==> config.mk <==
export PLATFORM = sky130hd
export DESIGN_NAME = sram_2_16_march_bist_flat
export DESIGN_NICKNAME = d
export VERILOG_FILES = /design/src/rtl/sram_2_16_march_bist_if.sv /design/src/rtl/sram_2_16_march_bist.sv /design/src/flat_wrapper.sv
export SDC_FILE = /design/constraint.sdc
export NUM_CORES = 1
export LEC_CHECK = 0
export BUFFER_PORTS_ARGS = -buffer_cell sky130_fd_sc_hd__buf_4
export CORE_ASPECT_RATIO = 0.9
export CORE_MARGIN = 1
export CORE_UTILIZATION = 49
export CTS_CLUSTER_SIZE = 16
export DETAILED_ROUTE_END_ITERATION = 8
export GPL_ROUTABILITY_DRIVEN = 0
export PLACE_DENSITY = 0.81
export SLEW_MARGIN = 15
export SYNTH_ARGS = -nofsm -noshare
export SYNTH_HDL_FRONTEND = slang
export SYNTH_SLANG_ARGS = --single-unit
==> constraint.sdc <==
create_clock -name clk0 -period 2.7 [get_ports clk0]
set_input_delay 0.54 -clock clk0 [delete_from_list [all_inputs] [get_ports clk0]]
set_output_delay 0.54 -clock clk0 [all_outputs]
set_load 0.01 [all_outputs]
==> src/rtl/sram_2_16_march_bist_if.sv <==
// rtl/sram_2_16_march_bist_if.sv - command/read-data port of the sram_2_16 macro
interface sram_2_16_march_bist_if #(
  parameter int ADDR_WIDTH = 4,
  parameter int DATA_WIDTH = 2
);
  logic                  csb0;
  logic                  web0;
  logic [ADDR_WIDTH-1:0] addr0;
  logic [DATA_WIDTH-1:0] din0;
  logic [DATA_WIDTH-1:0] dout0;

  modport master (output csb0, output web0, output addr0, output din0, input dout0);
  modport slave  (input csb0, input web0, input addr0, input din0, output dout0);
endinterface

==> src/rtl/sram_2_16_march_bist.sv <==
// rtl/sram_2_16_march_bist.sv - March C-style BIST sequencer for the sram_2_16 macro
module sram_2_16_march_bist #(
  parameter int                    ADDR_WIDTH = 4,
  parameter int                    DATA_WIDTH = 2,
  parameter logic [DATA_WIDTH-1:0] DATA_BG    = DATA_WIDTH'(2'b01),
  parameter int                    READ_LAT   = 1,
  parameter int                    CNT_WIDTH  = 8
) (
  input  logic                  clk0,
  input  logic                  rst,
  input  logic                  start,
  sram_2_16_march_bist_if.master sram,
  output logic                  busy,
  output logic                  done,
  output logic                  fail,
  output logic [ADDR_WIDTH-1:0] fail_addr,
  output logic [CNT_WIDTH-1:0]  fail_count
);

  typedef enum logic [2:0] {IDLE, W0_UP, RW_UP, WR_DN, R0_DN, DRAIN, DONE} state_t;

  localparam logic [ADDR_WIDTH-1:0] ADDR_MAX = '1;
  localparam logic [ADDR_WIDTH-1:0] ADDR_ONE = ADDR_WIDTH'(1);
  localparam logic [CNT_WIDTH-1:0]  CNT_MAX  = '1;
  localparam logic [CNT_WIDTH-1:0]  CNT_ONE  = CNT_WIDTH'(1);

  state_t                state, state_n;
  logic [ADDR_WIDTH-1:0] addr_n;
  logic                  wr_n, accept;
  logic                  csb_n, web_n;
  logic [DATA_WIDTH-1:0] din_n, exp_n, exp_q;
  logic                  busy_n, done_n;

  logic [READ_LAT-1:0]   pipe_v;
  logic [DATA_WIDTH-1:0] pipe_e [READ_LAT];
  logic [ADDR_WIDTH-1:0] pipe_a [READ_LAT];
  logic                  rd_now, mism;

  // The currently driven command doubles as the sequencer position: addr0 is
  // the address counter and web0 tells the read half from the write half.
  always_comb begin
    state_n = state;
    addr_n  = '0;
    wr_n    = 1'b0;
    accept  = 1'b0;
    case (state)
      IDLE, DONE: begin
        if (start) begin
          state_n = W0_UP;
          accept  = 1'b1;
        end
      end
      W0_UP: begin
        if (sram.addr0 == ADDR_MAX) state_n = RW_UP;
        else                        addr_n  = sram.addr0 + ADDR_ONE;
      end
      RW_UP: begin
        if (sram.web0) begin
          wr_n   = 1'b1;
          addr_n = sram.addr0;
        end else if (sram.addr0 == ADDR_MAX) begin
          state_n = WR_DN;
          addr_n  = ADDR_MAX;
        end else begin
          addr_n = sram.addr0 + ADDR_ONE;
        end
      end
      WR_DN: begin
        if (sram.web0) begin
          wr_n   = 1'b1;
          addr_n = sram.addr0;
        end else if (sram.addr0 == '0) begin
          state_n = R0_DN;
          addr_n  = ADDR_MAX;
        end else begin
          addr_n = sram.addr0 - ADDR_ONE;
        end
      end
      R0_DN: begin
        if (sram.addr0 == '0) state_n = DRAIN;
        else                  addr_n  = sram.addr0 - ADDR_ONE;
      end
      DRAIN: begin
        if (pipe_v == '0) state_n = DONE;
      end
      default: state_n = IDLE;
    endcase
  end

  always_comb begin
    csb_n = 1'b1;
    web_n = 1'b1;
    din_n = '0;
    exp_n = '0;
    case (state_n)
      W0_UP: begin
        csb_n = 1'b0;
        web_n = 1'b0;
        din_n = DATA_BG;
      end
      RW_UP: begin
        csb_n = 1'b0;
        exp_n = DATA_BG;
        if (wr_n) begin
          web_n = 1'b0;
          din_n = ~DATA_BG;
        end
      end
      WR_DN: begin
        csb_n = 1'b0;
        exp_n = ~DATA_BG;
        if (wr_n) begin
          web_n = 1'b0;
          din_n = DATA_BG;
        end
      end
      R0_DN: begin
        csb_n = 1'b0;
        exp_n = DATA_BG;
      end
      default: ;
    endcase
    busy_n = (state_n != IDLE) && (state_n != DONE);
    done_n = (state_n == DONE);
  end

  // 4-state inequality so an X/Z read-back is scored as a mismatch.
  assign rd_now = ~sram.csb0 & sram.web0;
  assign mism   = pipe_v[READ_LAT-1] && (sram.dout0 !== pipe_e[READ_LAT-1]);

  always_ff @(posedge clk0 or posedge rst) begin
    if (rst) begin
      state      <= IDLE;
      sram.csb0  <= 1'b1;
      sram.web0  <= 1'b1;
      sram.addr0 <= '0;
      sram.din0  <= '0;
      exp_q      <= '0;
      busy       <= 1'b0;
      done       <= 1'b0;
      fail       <= 1'b0;
      fail_addr  <= '0;
      fail_count <= '0;
      pipe_v     <= '0;
      for (int i = 0; i < READ_LAT; i++) begin
        pipe_e[i] <= '0;
        pipe_a[i] <= '0;
      end
    end else begin
      state      <= state_n;
      sram.csb0  <= csb_n;
      sram.web0  <= web_n;
      sram.addr0 <= addr_n;
      sram.din0  <= din_n;
      exp_q      <= exp_n;
      busy       <= busy_n;
      done       <= done_n;

      pipe_v[0] <= rd_now;
      pipe_e[0] <= exp_q;
      pipe_a[0] <= sram.addr0;
      for (int i = 1; i < READ_LAT; i++) begin
        pipe_v[i] <= pipe_v[i-1];
        pipe_e[i] <= pipe_e[i-1];
        pipe_a[i] <= pipe_a[i-1];
      end

      if (accept) begin
        fail       <= 1'b0;
        fail_addr  <= '0;
        fail_count <= '0;
      end else if (mism) begin
        if (fail_count != CNT_MAX) fail_count <= fail_count + CNT_ONE;
        if (!fail) begin
          fail      <= 1'b1;
          fail_addr <= pipe_a[READ_LAT-1];
        end
      end
    end
  end

endmodule

==> src/flat_wrapper.sv <==
// flat-port wrapper written by rule: the top's interface ports become plain ports
module sram_2_16_march_bist_flat 
#(
  parameter int                    ADDR_WIDTH = 4,
  parameter int                    DATA_WIDTH = 2,
  parameter logic [DATA_WIDTH-1:0] DATA_BG    = DATA_WIDTH'(2'b01),
  parameter int                    READ_LAT   = 1,
  parameter int                    CNT_WIDTH  = 8
)
  (clk0, rst, start, busy, done, fail, fail_addr, fail_count, sram_csb0, sram_web0, sram_addr0, sram_din0, sram_dout0);
  sram_2_16_march_bist_if #(.ADDR_WIDTH(ADDR_WIDTH), .DATA_WIDTH(DATA_WIDTH)) sram_i ();
  input  logic clk0;
  input  logic rst;
  input  logic start;
  output logic busy;
  output logic done;
  output logic fail;
  output logic [ADDR_WIDTH-1:0] fail_addr;
  output logic [CNT_WIDTH-1:0] fail_count;
  output wire logic [$bits(sram_i.csb0)-1:0] sram_csb0;
  output wire logic [$bits(sram_i.web0)-1:0] sram_web0;
  output wire logic [$bits(sram_i.addr0)-1:0] sram_addr0;
  output wire logic [$bits(sram_i.din0)-1:0] sram_din0;
  input wire logic [$bits(sram_i.dout0)-1:0] sram_dout0;
  assign sram_csb0 = sram_i.csb0;
  assign sram_web0 = sram_i.web0;
  assign sram_addr0 = sram_i.addr0;
  assign sram_din0 = sram_i.din0;
  assign sram_i.dout0 = sram_dout0;
  sram_2_16_march_bist #(.ADDR_WIDTH(ADDR_WIDTH), .DATA_WIDTH(DATA_WIDTH), .DATA_BG(DATA_BG), .READ_LAT(READ_LAT), .CNT_WIDTH(CNT_WIDTH)) u_core (.clk0(clk0), .rst(rst), .start(start), .sram(sram_i), .busy(busy), .done(done), .fail(fail), .fail_addr(fail_addr), .fail_count(fail_count));
endmodule
Yosys cells after proc, flatten, opt, wreduce, memory -nomap -nowiden. Cells that the tools add are included.

Word-level logic and storage cells: 87. Latch bits: 0. Output and inout bits: 23. Memories: 0. ROM bits: 0. Register bits after elaboration: 35. RAM bits: 0.

$lt $le $gt $ge: 0. Bitwise gates (word level): 2. Mux-type cells: 35. $mul: 0. Shifts and indexed selects: 0. Eq/ne operators: 18. Div/mod/pow operators: 0. Reduce and logical (&&, ||, !) cells: 15. $add $sub $neg: 3.

Operators with widths (number): $mux W4 (9); $mux W3 (8); $mux W8 (3); $pmux W3 S6 (1); $pmux W4 S4 (1); $eq A3 B3 Y1 const B (5); $eq A3 B2 Y1 const B (4); $mux W1 (9); $add A8 B1 Y8 const B (1); $ne A8 B8 Y1 const B (1); $reduce_or A2 Y1 (4); $eq A3 B1 Y1 const B (2); $ne A2 B2 Y1 const B (3); $pmux W2 S3 (1); $reduce_and A2 Y1 (3); $add A4 B1 Y4 const B (1); $eq A4 B4 Y1 const B (1); $logic_not A4 Y1 (1); $pmux W2 S2 (1); $reduce_bool A2 Y1 (2); $reduce_or A4 Y1 (1); $sub A4 B1 Y4 const B (1); $logic_not A3 Y1 (1); $ne A3 B3 Y1 const B (1); other kinds (7) (8).

Logic depth before layout (Yosys ltp).
Depth in word-level cells: 7. Gate-level depth with buffers: 8.

Worst setup path after synthesis. Ideal clock, no wire load.

Path type: register to register. Start point: register u_core.sram.addr0[0]. End point: register u_core.sram.web0. Setup slack: 0.655 ns. Arrival: 1.957 ns. Required time: 2.612 ns. Setup time: 0.088 ns. Path buffers: 1. Stages on the path, launching flop included: 8. Cell sequence: dfrtp_1 -> ha_1 -> and4b_1 -> o32a_1 -> and3b_1 -> buf_6 -> and2_4 -> or3_1.

Cells in the longest elaborated chain, start to end: 7. Elaborated cells on any way between the ends: 14. Classes of those cells: eq/ne: 4; mux: 8; reduce/logical: 2.

Ends and longest elaborated chain: from (decl) (line sram_2_16_march_bist_if.sv:12) `modport master (output csb0, output web0, output addr0, output din0, input dout0);`; from (signal assigned) (line sram_2_16_march_bist.sv:153) `sram.addr0 <= addr_n;`; $eq A4 B4 Y1 or $logic_not A4 Y1 (tied branches); $mux W3, on equally long branches (line sram_2_16_march_bist.sv:61, sram_2_16_march_bist.sv:72); $mux W3, on equally long branches (line sram_2_16_march_bist.sv:58, sram_2_16_march_bist.sv:69); $pmux W3 S6 * (line sram_2_16_march_bist.sv:46) `case (state)`; $eq A3 B2 Y1 (line sram_2_16_march_bist.sv:95) `case (state_n)`; $reduce_or A2 Y1 (no source line); $pmux W1 S2 * (line sram_2_16_march_bist.sv:95); named net u_core.web_n (line sram_2_16_march_bist.sv:30) `logic csb_n, web_n;`; to (signal assigned) (line sram_2_16_march_bist.sv:152) `sram.web0 <= web_n;`; to (decl) (line sram_2_16_march_bist_if.sv:12).

The timed path passes the listed nets; every way through them passes the cells marked *. A chain may end at the register's enable or synchronous reset.

Worst setup path after layout. Same ends and word-level chain as after synthesis.

==> results.json <==
{
  "grt_max_degree": 16,
  "route.detailed.drc": 0,
  "maxCapViolations": 0,
  "slew_headroom_pct": 64.40,
  "power_density_mw_per_mm2": 1080,
  "totalWireLength_mm": 3.697,
  "drive_gt1_share_pct": 23.15,
  "synth_cells": 186,
  "initial_utilization_pct": 52.86,
  "reg2reg_slack_ps": 450,
  "clkPwrFrac_pct": 15.5,
  "netSwitchingPower_w": 0.0009644,
  "ys_warn_count": 0,
  "vias": 1482,
  "highest_layer": "met4",
  "cts_max_level": 2,
  "pwr-share-comb_pct": 45.6,
  "postRouteAntennaNets": 0,
  "io_buffers": 27,
  "path_clk_slew_ps": 70,
  "final_nets": 225,
  "fp.dieW_um": 66.80,
  "worst_slew_pin_slew_ps": 529.9,
  "status": "complete, no violations",
  "fmax_ghz": 0.4453,
  "area_delta_synth_final_pct": 16.69,
  "rows": 20,
  "die_h_um": 60.32,
  "cts_tree": "built",
  "cpMostUsedCell": "a21oi_1",
  "drt_iter0_markers": 86,
  "grt_pass1_wl_mm": 6.078,
  "met1Wirelength_mm": 1.632,
  "hold_class": "in2async",
  "synthFlopType": "dfrtp_1",
  "ir_drop_mv": 0.6192,
  "hold_violations": 0,
  "crit_path_max_incr_delay_ps": 480,
  "cts_resized": 0,
  "endpoint_kind": "flop",
  "setup_viol": 0,
  "intPower_w": 0.001368,
  "clock_latency_ps": 280,
  "cp_num_buf_inv": 1,
  "ys_types": 50,
  "pwr-share-seq_pct": 38.9,
  "avgSynthCellArea_um2": 9.956,
  "grt_overflow": 0,
  "worst_ep_arrival_time_ps": 2450,
  "start_kind": "flop",
  "cts_buffers": 5,
  "dp.cells": 252,
  "grt_setup_unrepaired": "no",
  "root_buffer": "clkbuf_8",
  "wl_per_cell_um": 14.22,
  "dpl.hpwl_mm": 2.577,
  "sw_frac_of_total_pct": 41.34,
  "worst_path_max_delay_cell": "dfrtp_1",
  "post_cts.repair.setup_buffers": 0,
  "yosysSeqAreaShare_pct": 47.43,
  "async_flop_share_pct": 100.0,
  "dr.pass1.iters": 4,
  "synth_edf_count": 0,
  "final_max_slew_viol_count": 0,
  "dr_wl_met3_um": 244,
  "netlist_area_mm2": 0.001852,
  "fp.coreArea_mm2": 0.003503,
  "tns_ps": 0,
  "period_share_pct": 83.17,
  "dieArea_mm2": 0.004029,
  "path_class": "reg2reg",
  "p_leak_nw": 0.9714,
  "ios": 28,
  "antenna_found_initial": 0,
  "syn_nets": 196,
  "ys_ff_latch": 35,
  "diodes": 0,
  "cts.path.max_buffers": 2,
  "cp_max_fo": 10,
  "holdBufCountCts": 0,
  "min_period_ps": 2246,
  "path_delay_family": "simple AND/OR/NAND/NOR gates",
  "required_ps": 2900,
  "grt_pass1_vias": 1321,
  "clock_skew_ps": 4.122,
  "grt_util_all_layers_pct": 20.86,
  "via_per_inst": 5.700,
  "fin_cells": 260,
  "numClockSinks": 35,
  "wl_met2_mm": 1.774,
  "crit_chain": "inv_1, ha_1, nor4b_2, a21oi_1, o22ai_2, a21oi_1, or3_1"
}
## power groups by stage
| stage | Combinational (W) | Clock, W | Sequential (W) |
|---|---|---|---|
| after floorplan | 0.000856 | 0 | 0.000840 |
| after global placement | 0.00104 | 0 | 0.000907 |
| after detailed placement | 0.00105 | 0 | 0.000916 |
| after CTS | 0.00106 | 0.000373 | 0.000905 |
| after global routing | 0.00117 | 0.000391 | 0.000934 |
| final | 0.00106 | 0.000362 | 0.000908 |
## registers in the layout (all words and copies together), names as in the netlist
| name | flops |
|---|---|
| u_core.sram.web0 | 1 |
| u_core.fail_addr | 4 |
| u_core.sram.csb0 | 1 |
| u_core.state | 3 |
| u_core.sram.addr0 | 4 |
| u_core.sram.din0 | 2 |
| u_core.fail | 1 |
| u_core.pipe_v | 1 |
| u_core.pipe_e | 2 |
| u_core.done | 1 |
| u_core.busy | 1 |
| u_core.pipe_a | 4 |
| u_core.exp_q | 2 |
| u_core.fail_count | 8 |
## cells in the final DEF (no fill, tap or decap), types with 3 or more instances in the layout
| cell type | n |
|---|---|
| dfrtp_1 | 33 |
| buf_4 | 31 |
| nor2_1 | 15 |
| nand2_1 | 14 |
| a21oi_1 | 14 |
| nor3_1 | 9 |
| xnor2_1 | 8 |
| o21ai_1 | 7 |
| o21ai_0 | 7 |
| inv_1 | 5 |
| nand3_1 | 5 |
| ha_1 | 5 |
| clkbuf_8 | 5 |
| or3_1 | 3 |
| nand2b_1 | 3 |
| o22ai_1 | 3 |
| nor2b_1 | 3 |
| o31ai_1 | 3 |
## through the flow
| step | total power [W] | setup WS (ps) | hold WS (ps) | utilization, % | cell area [um^2] |
|---|---|---|---|---|---|
| after global routing | 0.002497 | 296.3 | 285.9 | 61.68 | 2161 |
| after global placement | 0.001942 | 616.6 | 335.8 | 59.36 | 2079 |
| after detailed placement | 0.001961 | 516.4 | 356.4 | 59.36 | 2079 |
| final | 0.002333 | 454.5 | 263.9 | 61.68 | 2161 |
| after floorplan | 0.001696 | 655.0 | 331.2 | - | 1852 |
| after CTS | 0.002341 | 474.5 | 272.6 | 61.68 | 2161 |
## path summary, 6_finish.rpt
kind | from | endpoint | cells after the start
worst min-delay path | rst | u_core.fail_count[6]$_DFFE_PP0P_ | 2
worst max-delay path | u_core.sram.addr0[0]$_DFFE_PP0P_ | u_core.sram.web0$_DFF_PP1_ | 7
max in group asynchronous | rst | u_core.sram.csb0$_DFF_PP1_ | 3
worst min register to register | u_core.exp_q[1]$_DFF_PP0_ | u_core.pipe_e[1]$_DFF_PP0_ | 0
min in group clk0 | u_core.exp_q[1]$_DFF_PP0_ | u_core.pipe_e[1]$_DFF_PP0_ | 0
worst max register to register | u_core.sram.addr0[0]$_DFFE_PP0P_ | u_core.sram.web0$_DFF_PP1_ | 7
## logic make-up (layout without fill, tap and decap cells)
kind of cell	after synthesis	count (layout)	share of synthesized area (%)
simple gates	72	72	22.63
compound gates	47	47	16.62
flops	35	35	47.43
buf+inv	16	46	4.662
xor+xnor	10	10	4.730
fa+ha+maj	5	5	3.378
mux	1	1	0.5406
## synthesized netlist by cell type (2+ instances only)
| master | count | share of area, % |
|---|---|---|
| o31ai_1 | 3 | 1.2 |
| or3_1 | 3 | 1.0 |
| clkbuf_1 | 3 | 0.61 |
| buf_6 | 3 | 1.8 |
| nor2b_1 | 3 | 1.0 |
| nor2_1 | 15 | 3.0 |
| nor2b_2 | 2 | 0.95 |
| dfstp_2 | 2 | 2.8 |
| nor3b_1 | 2 | 0.81 |
| inv_2 | 2 | 0.41 |
| ha_1 | 5 | 3.4 |
| inv_1 | 5 | 1.0 |
| nand3b_1 | 2 | 0.81 |
| nor3_1 | 9 | 2.4 |
| o22ai_1 | 3 | 1.0 |
| o22a_1 | 2 | 0.95 |
| nand2_1 | 14 | 2.8 |
| nand2b_1 | 3 | 1.0 |
| xnor2_1 | 8 | 3.8 |
| o21ai_0 | 7 | 1.9 |
| and3_1 | 2 | 0.68 |
| dfrtp_1 | 33 | 45 |
| buf_2 | 3 | 0.81 |
| xor2_1 | 2 | 0.95 |
| nand3_1 | 5 | 1.4 |
| a21oi_1 | 14 | 3.8 |
| o21ai_1 | 7 | 1.9 |
| nor4_1 | 2 | 0.68 |
## area by class of cell
type	instances	area, um^2
inverter	7	26.28
sequential	35	878.3
clock inverter	1	5.005
clock buffer	7	76.32
fill	286	1343
timing repair buffer	31	232.7
tap	44	55.05
multi-input combinational	135	887.1
## metal layers
layer	global-route usage (%)	up-vias
met5	0	-
met4	11.85	0
met3	5.344	4
li1	-	725
met1	26.21	695
met2	32.90	58
No activity file was read; power rests on OpenSTA's default activity.
